--- src/rtl/key_event_sequencer.sv ---
// Purpose: parses PS/2 make/break/extended scan codes, keeps a 4-deep release history, drives a 4-digit multiplexed display.
// Latency: key_event one cycle after the completing byte; display outputs lag idx/history changes by one cycle.
// Backpressure: none; every valid_code strobe is consumed, back-to-back bytes accepted every cycle.
module key_event_sequencer #(
    parameter int REFRESH_DIV = 100000
) (
    input  logic       clk,
    input  logic       rst,
    input  logic       valid_code,
    input  logic [7:0] scan_code_in,
    output logic [7:0] code_to_display,
    output logic       ext_flag,
    output logic [3:0] seg_en,
    output logic       key_event,
    output logic [8:0] key_event_code
);

    localparam logic [7:0] CODE_EXT = 8'hE0;
    localparam logic [7:0] CODE_BRK = 8'hF0;
    localparam int         CW       = $clog2(REFRESH_DIV);
    localparam logic [CW-1:0] DIV_LAST = CW'(REFRESH_DIV - 1);

    typedef enum logic [1:0] {
        IDLE    = 2'd0,
        EXT     = 2'd1,
        BRK     = 2'd2,
        EXT_BRK = 2'd3
    } state_t;

    state_t          state;
    state_t          state_nxt;
    logic            push;
    logic [8:0]      push_dat;
    logic [3:0][8:0] slots;
    logic [CW-1:0]   div_cnt;
    logic [1:0]      idx;
    logic [8:0]      cur_slot;

    // Parser state register; a reset drops any partially received prefix.
    always_ff @(posedge clk or negedge rst) begin
        if (!rst) begin
            state <= IDLE;
        end else begin
            state <= state_nxt;
        end
    end

    // Next-state: E0 always (re)enters EXT, F0 arms the break, anything else returns to IDLE.
    always_comb begin
        state_nxt = state;
        if (valid_code) begin
            if (scan_code_in == CODE_EXT) begin
                state_nxt = EXT;
            end else if (scan_code_in == CODE_BRK) begin
                state_nxt = (state == EXT || state == EXT_BRK) ? EXT_BRK : BRK;
            end else begin
                state_nxt = IDLE;
            end
        end
    end

    // Output decode: a non-prefix, non-zero byte completing a break becomes a history entry.
    always_comb begin
        push     = 1'b0;
        push_dat = {(state == EXT_BRK), scan_code_in};
        if (valid_code && (state == BRK || state == EXT_BRK) &&
            scan_code_in != CODE_EXT && scan_code_in != CODE_BRK &&
            scan_code_in != 8'h00) begin
            push = 1'b1;
        end
    end

    // History shift register plus the one-cycle release pulse and held last code.
    always_ff @(posedge clk or negedge rst) begin
        if (!rst) begin
            slots          <= '0;
            key_event      <= 1'b0;
            key_event_code <= 9'd0;
        end else begin
            key_event <= push;
            if (push) begin
                slots          <= {slots[2:0], push_dat};
                key_event_code <= push_dat;
            end
        end
    end

    // Refresh scheduler: each digit is held for REFRESH_DIV cycles, free-running.
    always_ff @(posedge clk or negedge rst) begin
        if (!rst) begin
            div_cnt <= '0;
            idx     <= 2'd0;
        end else if (div_cnt == DIV_LAST) begin
            div_cnt <= '0;
            idx     <= idx + 2'd1;
        end else begin
            div_cnt <= div_cnt + 1'b1;
        end
    end

    assign cur_slot = slots[idx];

    // Registered digit drive from the pre-edge idx/history; empty slots blank the digit.
    always_ff @(posedge clk or negedge rst) begin
        if (!rst) begin
            seg_en          <= 4'b1111;
            code_to_display <= 8'd0;
            ext_flag        <= 1'b0;
        end else if (cur_slot != 9'd0) begin
            seg_en          <= ~(4'b0001 << idx);
            code_to_display <= cur_slot[7:0];
            ext_flag        <= cur_slot[8];
        end else begin
            seg_en          <= 4'b1111;
            code_to_display <= 8'd0;
            ext_flag        <= 1'b0;
        end
    end

endmodule

--- config.mk ---
export PLATFORM = sky130hd
export DESIGN_NAME = key_event_sequencer
export DESIGN_NICKNAME = d
export VERILOG_FILES = /design/src/rtl/key_event_sequencer.sv
export SDC_FILE = /design/constraint.sdc
export NUM_CORES = 1
export LEC_CHECK = 0
export BUFFER_PORTS_ARGS = -buffer_cell sky130_fd_sc_hd__buf_2
export CORE_ASPECT_RATIO = 0.5
export CORE_MARGIN = 2
export CORE_UTILIZATION = 62
export DETAILED_ROUTE_END_ITERATION = 10
export PLACE_DENSITY_LB_ADDON = 0.25
export SKIP_LAST_GASP = 1
export SYNTH_ARGS = -nofsm -noshare
export SYNTH_HDL_FRONTEND = slang
export SYNTH_SLANG_ARGS = --single-unit
--- constraint.sdc ---
create_clock -name clk -period 4.67 [get_ports clk]
set_input_delay 0.7005 -clock clk [delete_from_list [all_inputs] [get_ports clk]]
set_output_delay 0.7005 -clock clk [all_outputs]
set_load 0.005 [all_outputs]
Yosys cells after proc, flatten, opt, wreduce, memory -nomap -nowiden
Index checks and enable logic that the tools add are counted.
{"block": "totals", "regBits": 71, "inputBits": 11, "word_cells": 42}
{"block": "classes", "add_sub_neg": 2, "order_cmp": 1, "eq_ne": 8, "shift": 1, "muxes": 10, "bitwise_logic": 1, "n_reduce_logical": 8}
{"op": "binary-select mux 9 bit (select 2 bit)", "n": 1}
{"op": "adder 17 x 1 -> 17 bit, second input constant", "n": 1}
{"op": "equality test 17 bit, second input constant", "n": 1}
{"op": "two-way mux 17 bit", "n": 1}
{"op": "equality test 8 bit, second input constant", "n": 2}
{"op": "inequality test 8 bit, second input constant", "n": 2}
{"op": "two-way mux 9 bit", "n": 1}
{"op": "nonzero test 9 bit", "n": 1}
{"op": "two-way mux 8 bit", "n": 1}
{"op": "nonzero test 8 bit", "n": 1}
{"op": "equality test 2 bit, second input constant", "n": 2}
{"op": "logical AND 1 bit", "n": 4}
{"op": "two-way mux 2 bit", "n": 2}
{"op": "two-way mux 4 bit", "n": 1}
{"op": "inverter 4 bit", "n": 1}
{"op": "<< shifter 1 x 2 -> 4 bit, first input constant", "n": 1}
{"op": "less-than comparator 2 x 3 -> 1 bit, second input constant", "n": 1}
{"op": "two-way mux 1 bit", "n": 3}
{"op": "adder 2 x 1 -> 2 bit, second input constant", "n": 1}
{"op": "equality test 2 x 1 -> 1 bit, second input constant", "n": 1}
{"op": "logical OR 1 bit", "n": 2}

Logic depth before layout (Yosys ltp)
Gate-level depths: netlist of run 1.
{"block": "depth", "ltp_word": 7, "depth_mapped": 6, "mapped_depth_nobuf": 5}

Least setup slack after synthesis of run 1
Ideal clock, no wire load.
{"block": "synth_path", "kind": "input port to flip-flop", "start": "input port scan_code_in[1]", "end": "register slots[17] (netlist name)", "arrival_ns": 1.811, "t_required_ns": 4.545, "setup_slack_ns": 2.733, "stages": 6, "path_buffers": 2, "cell_sequence": "nor4_2 > o21ai_1 > and3_1 > buf_6 > buf_6 > mux2_4"}
{"block": "synth_between", "elab_chain_len": 5}
{"item": "from (decl)", "line": "10", "source": "input logic [7:0] scan_code_in,"}
{"item": "inequality test 8 bit", "line": "67", "source": "scan_code_in != CODE_EXT && scan_code_in != CODE_BRK &&"}
{"item": "logical AND 1 bit", "line": "66", "source": "if (valid_code && (state == BRK || state == EXT_BRK) &&"}
{"item": "logical AND 1 bit", "line": "67"}
{"item": "logical AND 1 bit *", "line": "67"}
{"item": "two-way mux 1 bit *", "line": "66"}
{"item": "to (signal assigned)", "line": "82", "source": "slots <= {slots[2:0], push_dat};"}
{"item": "to (decl)", "line": "34", "source": "logic [3:0][8:0] slots;"}
Every way passes the cells marked *; elsewhere a longest branch is shown, timed or not.
A chain may end at the register's enable or synchronous reset.

Worst setup path after layout of run 1
{"block": "layout_path", "start": "input port scan_code_in[5]", "end": "register slots[0] (netlist name)"}
Same word-level chain as after synthesis.

==> summary.txt, run 1 <==
Outcome
  – Status: complete, no violations

Finish
  – Layout cells sized above 1: 37.2%
  – Fillers: 351
  – Area growth from synthesis to layout: 8.85%
  – Layout Nets: 258
  – Ant diodes: 0
  – Final Cell Area: 3460 µm²
  – Final instance count without filler cells: 317

Die
  – Initial Util: 64.5%
  – Die width: 105 µm
  – Core Region: a little under 5000 µm²
  – Ports: 34
  – Chip height: 54.7 µm
  – Row cnt: 18
  – Die area: 5760 µm²

Synthesis
  – Synth area leaders: dfrtp_1, mux2_4, mux4_1
  – Main synth FF type: dfrtp_1
  – Top-area cell type share of the netlist area: 52.7%
  – Share of flip-flops with an asynchronous set or reset: 100%
  – Mean Syn Cell Area: 14.9 µm²
  – Synth Warn #: 0
  – Largest area contributor in the netlist: dfrtp_1
  – Post-Syn Nets: 229
  – Most common cell in the netlist: dfrtp_1
  – Mapped Area: around 3200 µm²
  – EDFF count, synth: 0
  – Netlist cell types: 33
  – Synth Register Bits: 71
  – Commonest cells post-synth: dfrtp_1, mux2_4, nand2_1, nor2_1
  – Mapped Cells: 213
  – Post-synthesis sequential area ratio: around 56%

Critical path
  – Setup crit start kind: input port
  – Worst R2R Setup Slack: 2.62 ns
  – CP Max Fanout: 37
  – RR Endpoint: seg_en[0]
  – Critical path's slowest cell: and3_2
  – Crit Reg-Reg Startpoint: idx[0]
  – CP Capture Type: flip-flop
  – Crit path largest cell delay: 0.91 ns
  – Worst EP required: 4.90 ns
  – Reg2reg path depth: 4
  – CP Cell Sequence: buf_2 -> and3_1 -> o21ai_1 -> and3_2 -> mux2_2
  – Critical Path AT: 2.44 ns
  – Crit path kind: in -> reg

Detailed routing
  – 1st-pass router iterations: 4
  – Post-DRT Antenna Nets: 0
  – DRT iter0 DRCs: 111
  – Drt drc: 0
  – Per-cell routed wire length: 15.9 µm
  – Vias: ~1.7k
  – Via density: 5.47
  – Final WL: between 5000 and 6000 µm

STA
  – Max-slew headroom: 29.2%
  – Final cycle utilization of the critical path: 47.4%
  – Final Hold Fails: 0
  – Setup TNS: 0 ns
  – Fin Clk Skew: 0.00914 ns
  – Final worst slack: about 2.5 ns
  – Peak Freq: 0.452 GHz
  – Crit path time final: between 2 and 2.5 ns
  – Final Setup Violations: 0
  – RSZ-0062 raised after global routing: no
  – Max Transition Viols Final: 0
  – WHS: between 0.4 and 0.5 ns
  – Slew @ Worst Pin: 1.06 ns

Power and ir drop
  – P_leak: 1.67 nW
  – Pwr dens: between 300 and 400 nW/µm²
  – Peak VDD IR: 0.000207 V

Clock tree
  – Clock latency on the worst-skew pair: 0.35 ns
  – CTS tree: yes
  – PostCTS Resize Cnt: 0
  – Cts bufs inserted: 9
  – CTS max path bufs: 2
  – Clk sinks: 71
  – H-tree depth: 3
  – Worst-path clk slew: 0.07 ns
  – # hold bufs at CTS: 0
  – Post CTS Setup Buffer Count: 0
  – Root Buffer: clkbuf_8

Global routing
  – Antenna violations before repair: 0
  – First-pass GRT wire length: ~8600 µm
  – Pin count of the biggest net entering global routing: 38
  – All-Layer GR Usage: 20.8%
  – Vias in the first global route: 1709
  – Global route overflow: 0

Placed design
  – DP HPWL: 3470 µm
  – Buffers on Ports: 33
  – Routability cong.: 0.828
  – Dpl cells: 301
  – DP Worst Slack: between 2 and 2.5 ns
  – Area of placed instances: 3310 µm²

Hold path
  – Worst min path class: in -> async

Run
  – Max cap viols: 0
[worst max-delay path by stage]
stage                     cells past startpoint       startpoint        end  slack, ns
after global placement                        5  scan_code_in[5]   slots[2]       2.14
after CTS                                     5  scan_code_in[5]   slots[0]       2.47
final                                         5  scan_code_in[5]   slots[0]       2.46
after global routing                          5  scan_code_in[5]   slots[0]       2.38
after floorplan                               6  scan_code_in[1]  slots[17]       2.73
after detailed placement                      5  scan_code_in[5]   slots[0]       2.09
[worst max-delay path: cells and delay by family]
family | cells | cell delay (ns)
buf+inv | 1 | 0.11
simple gates | 2 | 1.09
mux | 1 | 0.43
compound gates | 1 | 0.11
[cell type report]
class                   instances  area, µm²  share of cell area (%)
multi-input cells             121       1250                    36.1
repair buffers                 34        173                    4.99
inverters                       5       18.8                   0.542
clock inverters                 2       10.0                   0.289
flip-flops and latches         71       1780                    51.4
clock buffers                  14        143                    4.12
well taps                      70       87.6                    2.53
[state kept, by name, summed over array words and instances (netlist names)]
signal,flops
code_to_display,8
div_cnt,17
ext_flag,1
idx,2
key_event,1
seg_en,4
slots,36
state,2
[cell families (layout without fill, tap and decap cells)]
group                      after synthesis  after routing  share of synthesized area [%]
xor gates and xnor gates                14             14                           3.85
and+or+nand+nor                         48             48                           8.45
DFF                                     71             71                           56.0
buffers and inverters                   21             55                           4.76
muxes                                   46             46                           23.6
AOI/OAI and AO/OA                        8              8                           1.38
adders and majority gates                5              5                           1.97
[metrics by stage]
stage | total power, mW | util (%)
global route | 1.17 | 70.2
global placement | 0.737 | 67.1
finish | 1.13 | 70.2
floorplan | 0.706 | -
detailed placement | 0.742 | 67.1
CTS | 1.14 | 70.2
[power breakdown]
group	internal, mW	total (mW)	switching, mW
combinational	0.0388	0.0745	0.0357
clock	0.192	0.399	0.207
sequential	0.638	0.654	0.0161
total	0.869	1.13	0.259
[cell usage in the layout, fill, tap and decap left out, drive strengths merged]
cell,n
mux4,9
and3,3
o22ai,1
o31ai,1
or4,1
nor2b,1
nor3,2
mux2,37
nand2,10
xnor2,5
o21ai,2
nand2b,1
nor2,10
clkinv,2
or3,1
dfrtp,67
inv,5
dfstp,4
and4,4
a21oi,4
clkbuf,14
buf,34
nand4,4
ha,5
nand3,6
nand4bb,1
xor2,9
nor4,4
[routing by layer]
metal	up-vias	track usage (%)	wire length, µm
met5	-	0	0
met4	0	11.3	80
met3	10	7.14	206
met2	29	32.6	2300
met1	883	26.5	2450
li1	812	-	-
(Power assumes the default switching activity.)
==> run 2: changes to the inputs <==
--- a/config.mk
+++ b/config.mk
@@ -8,7 +8,7 @@
 export BUFFER_PORTS_ARGS = -buffer_cell sky130_fd_sc_hd__buf_2
 export CORE_ASPECT_RATIO = 0.5
 export CORE_MARGIN = 2
-export CORE_UTILIZATION = 62
+export CORE_UTILIZATION = 58
 export DETAILED_ROUTE_END_ITERATION = 10
 export PLACE_DENSITY_LB_ADDON = 0.25
 export SKIP_LAST_GASP = 1
==> constraint.sdc (replaced) <==
create_clock -name clk -period 2.1 [get_ports clk]
set_input_delay 0.315 -clock clk [delete_from_list [all_inputs] [get_ports clk]]
set_output_delay 0.315 -clock clk [all_outputs]
set_load 0.005 [all_outputs]
==> run 2 against run 1 <==
Compared with the run above:
- worst setup slack got worse by 2.2 ns
- routed wire length rose by 8.4%
- cell count rose by 1.9%
- clock skew rose by 0.0018 ns
- critical path type is now reg -> reg
- highest routed layer unchanged
==> summary.txt, run 2 (synthesized netlist as in run 1, its figures left out) <==
Outcome
  – Status: complete, no violations

Critical path
  – Crit path kind: reg -> reg
  – CP Capture Type: flip-flop
  – Critical Path AT: 2.08 ns (-0.36 ns)
  – Setup crit start kind: flip-flop
  – CP Max Fanout: 12 (-68%)
  – Worst EP required: 2.38 ns (-2.52 ns)

Power and ir drop
  – Peak VDD IR: 0.000531 V (+160%)
  – P_leak: 1.74 nW (+4.6%)
  – Design Power: 2.83 mW (+150%)
  – Pwr dens: 781 nW/µm² (+140%)

Detailed routing
  – 1st-pass router iterations: 4 (unchanged)
  – Post-DRT Antenna Nets: 0 (unchanged)
  – DRT iter0 DRCs: 70 (-37%)
  – Via density: 5.58 (+1.9%)
  – Drt drc: 0 (unchanged)
  – Per-cell routed wire length: 16.9 µm (+6.4%)
  – Final WL: 5460 µm (+8.4%)
  – Vias: 1801 (+3.9%)

Finish
  – Layout Nets: 264 (+2.3%)
  – Fillers: 341 (-2.8%)
  – Largest regs: slots (36), div_cnt (17), code_to_display (8)
  – Largest Register: slots
  – Layout cells sized above 1: 39.5% (+2.3 points)
  – Area growth from synthesis to layout: 13.8%
  – Commonest non-fill, non-tap cell in the layout: dfrtp_1
  – Ant diodes: 0 (unchanged)
  – Most frequent cells in the layout: dfrtp_1, buf_2, mux2_4
  – Max FFs per register: 36 (unchanged)

STA
  – Max-slew headroom: 57.9% (+29 points)
  – Final cycle utilization of the critical path: 86.0%
  – Final Hold Fails: 0 (unchanged)
  – Peak Freq: 0.554 GHz
  – RSZ-0062 raised after global routing: no
  – Final Setup Violations: 0 (unchanged)
  – Max Transition Viols Final: 0 (unchanged)
  – Slew @ Worst Pin: 0.631 ns (-0.431 ns)
  – Crit path time final: about 1.8 ns
  – Setup TNS: 0 ns (unchanged)
  – Fin Clk Skew: 0.0110 ns (+0.00184 ns)

Clock tree
  – Clk sinks: 71 (unchanged)
  – Post CTS Setup Buffer Count: 0 (unchanged)
  – Cts bufs inserted: 9 (unchanged)
  – CTS max path bufs: 2 (unchanged)
  – H-tree depth: 3 (unchanged)
  – CTS tree: yes
  – Worst-path clk slew: 0.07 ns (about the same)
  – Clock latency on the worst-skew pair: 0.34 ns (about the same)
  – Root Buffer: clkbuf_8

Die
  – Row cnt: 18 (unchanged)
  – Chip height: 56.4 µm (+3.1%)
  – Initial Util: 62.2% (-2.3 points)
  – Core Region: 5110 µm² (+3.7%)
  – Die area: 6130 µm² (+6.5%)
  – Ports: 34 (unchanged)
  – Die width: 109 µm (+3.3%)

Global routing
  – All-Layer GR Usage: 20.9% (+0.066 points)
  – Global route overflow: 0 (unchanged)
  – Vias in the first global route: 1903 (+11%)
  – Pin count of the biggest net entering global routing: 45 (+18%)
  – First-pass GRT wire length: 9400 µm (+9.6%)
  – Antenna violations before repair: 0 (unchanged)

Placed design
  – Buffers on Ports: 33 (unchanged)
  – DP HPWL: 3660 µm (+5.6%)
  – Routability cong.: 0.819 (-1.1%)

Run
  – Max cap viols: 0 (unchanged)

Hold path
  – Worst min path class: in -> reg
## run 2: cell count changes in the layout (fill, tap and decap cells not counted), sizes merged
cell         change
buf              +5
bufinv           +2
clkbuf           -1
clkinv           -1
dlygate4sd3      +1
## run 2: per-stage QoR
| step | hold WS, ns | std cells | cell area [µm²] | utilization (%) | worst slack, ns |
|---|---|---|---|---|---|
| finish | 0.203 | 323 | 3620 | 70.8 | 0.294 |
| floorplan | 0.0194 | 213 | 3180 | - | 0.505 |
| detailed placement | 0.375 | 306 | 3390 | 66.2 | 0.267 |
| CTS | 0.188 | 323 | 3620 | 70.8 | 0.263 |
| global placement | 0.359 | 306 | 3390 | 66.2 | 0.323 |
| global route | 0.208 | 323 | 3620 | 70.8 | 0.140 |
## run 2: area by class of cell
type | count | area (µm²) | area share, %
Tap cell | 70 | 87.6 | 2.42
Sequential cell | 71 | 1780 | 49.2
Multi-Input combinational cell | 121 | 1250 | 34.5
Inverter | 5 | 18.8 | 0.518
Timing Repair Buffer | 40 | 258 | 7.12
Clock inverter | 3 | 65.1 | 1.80
Clock buffer | 13 | 159 | 4.39
## run 2: power breakdown
part / leakage, nW / total (mW) / switching [mW] / internal [mW]
Sequential: 0.946 / 1.46 / 0.0371 / 1.42
Clock: 0.114 / 1.20 / 0.471 / 0.733
Combinational: 0.684 / 0.169 / 0.0783 / 0.0902
## run 2: repair_timing
action	in CTS	in global routing
hold buffers	1	0
resized for setup	0	0
endpoints found under the hold margin	4	0
## run 2: final timing paths
path                                 start  cells after the start    endpoint  slack [ns]
worst max register to register      idx[0]                      5   seg_en[1]        0.29
worst max-delay path                idx[0]                      5   seg_en[1]        0.29
min in group asynchronous              rst                      2   slots[26]        0.55
max in group asynchronous              rst                      3  div_cnt[4]        0.90
worst min register to register  div_cnt[0]                      1  div_cnt[0]        0.49
worst min-delay path            valid_code                      2    state[0]        0.20
## run 2: metal layers
metal  up-vias  part of all wire [%]  track usage (%)
met4         0                   1.3             6.96
met1       929                    45             26.5
met5         -                     0                0
li1        824                     -                -
met2        38                    49             33.3
met3        10                   4.8             8.01
## run 2: worst max-delay path, stage by stage (launching register included)
cell     delay [ns]
dfrtp_1        0.33
buf_4          0.23
mux4_1         0.61
nor3_1         0.28
nand3_1        0.19
nand2_1        0.11
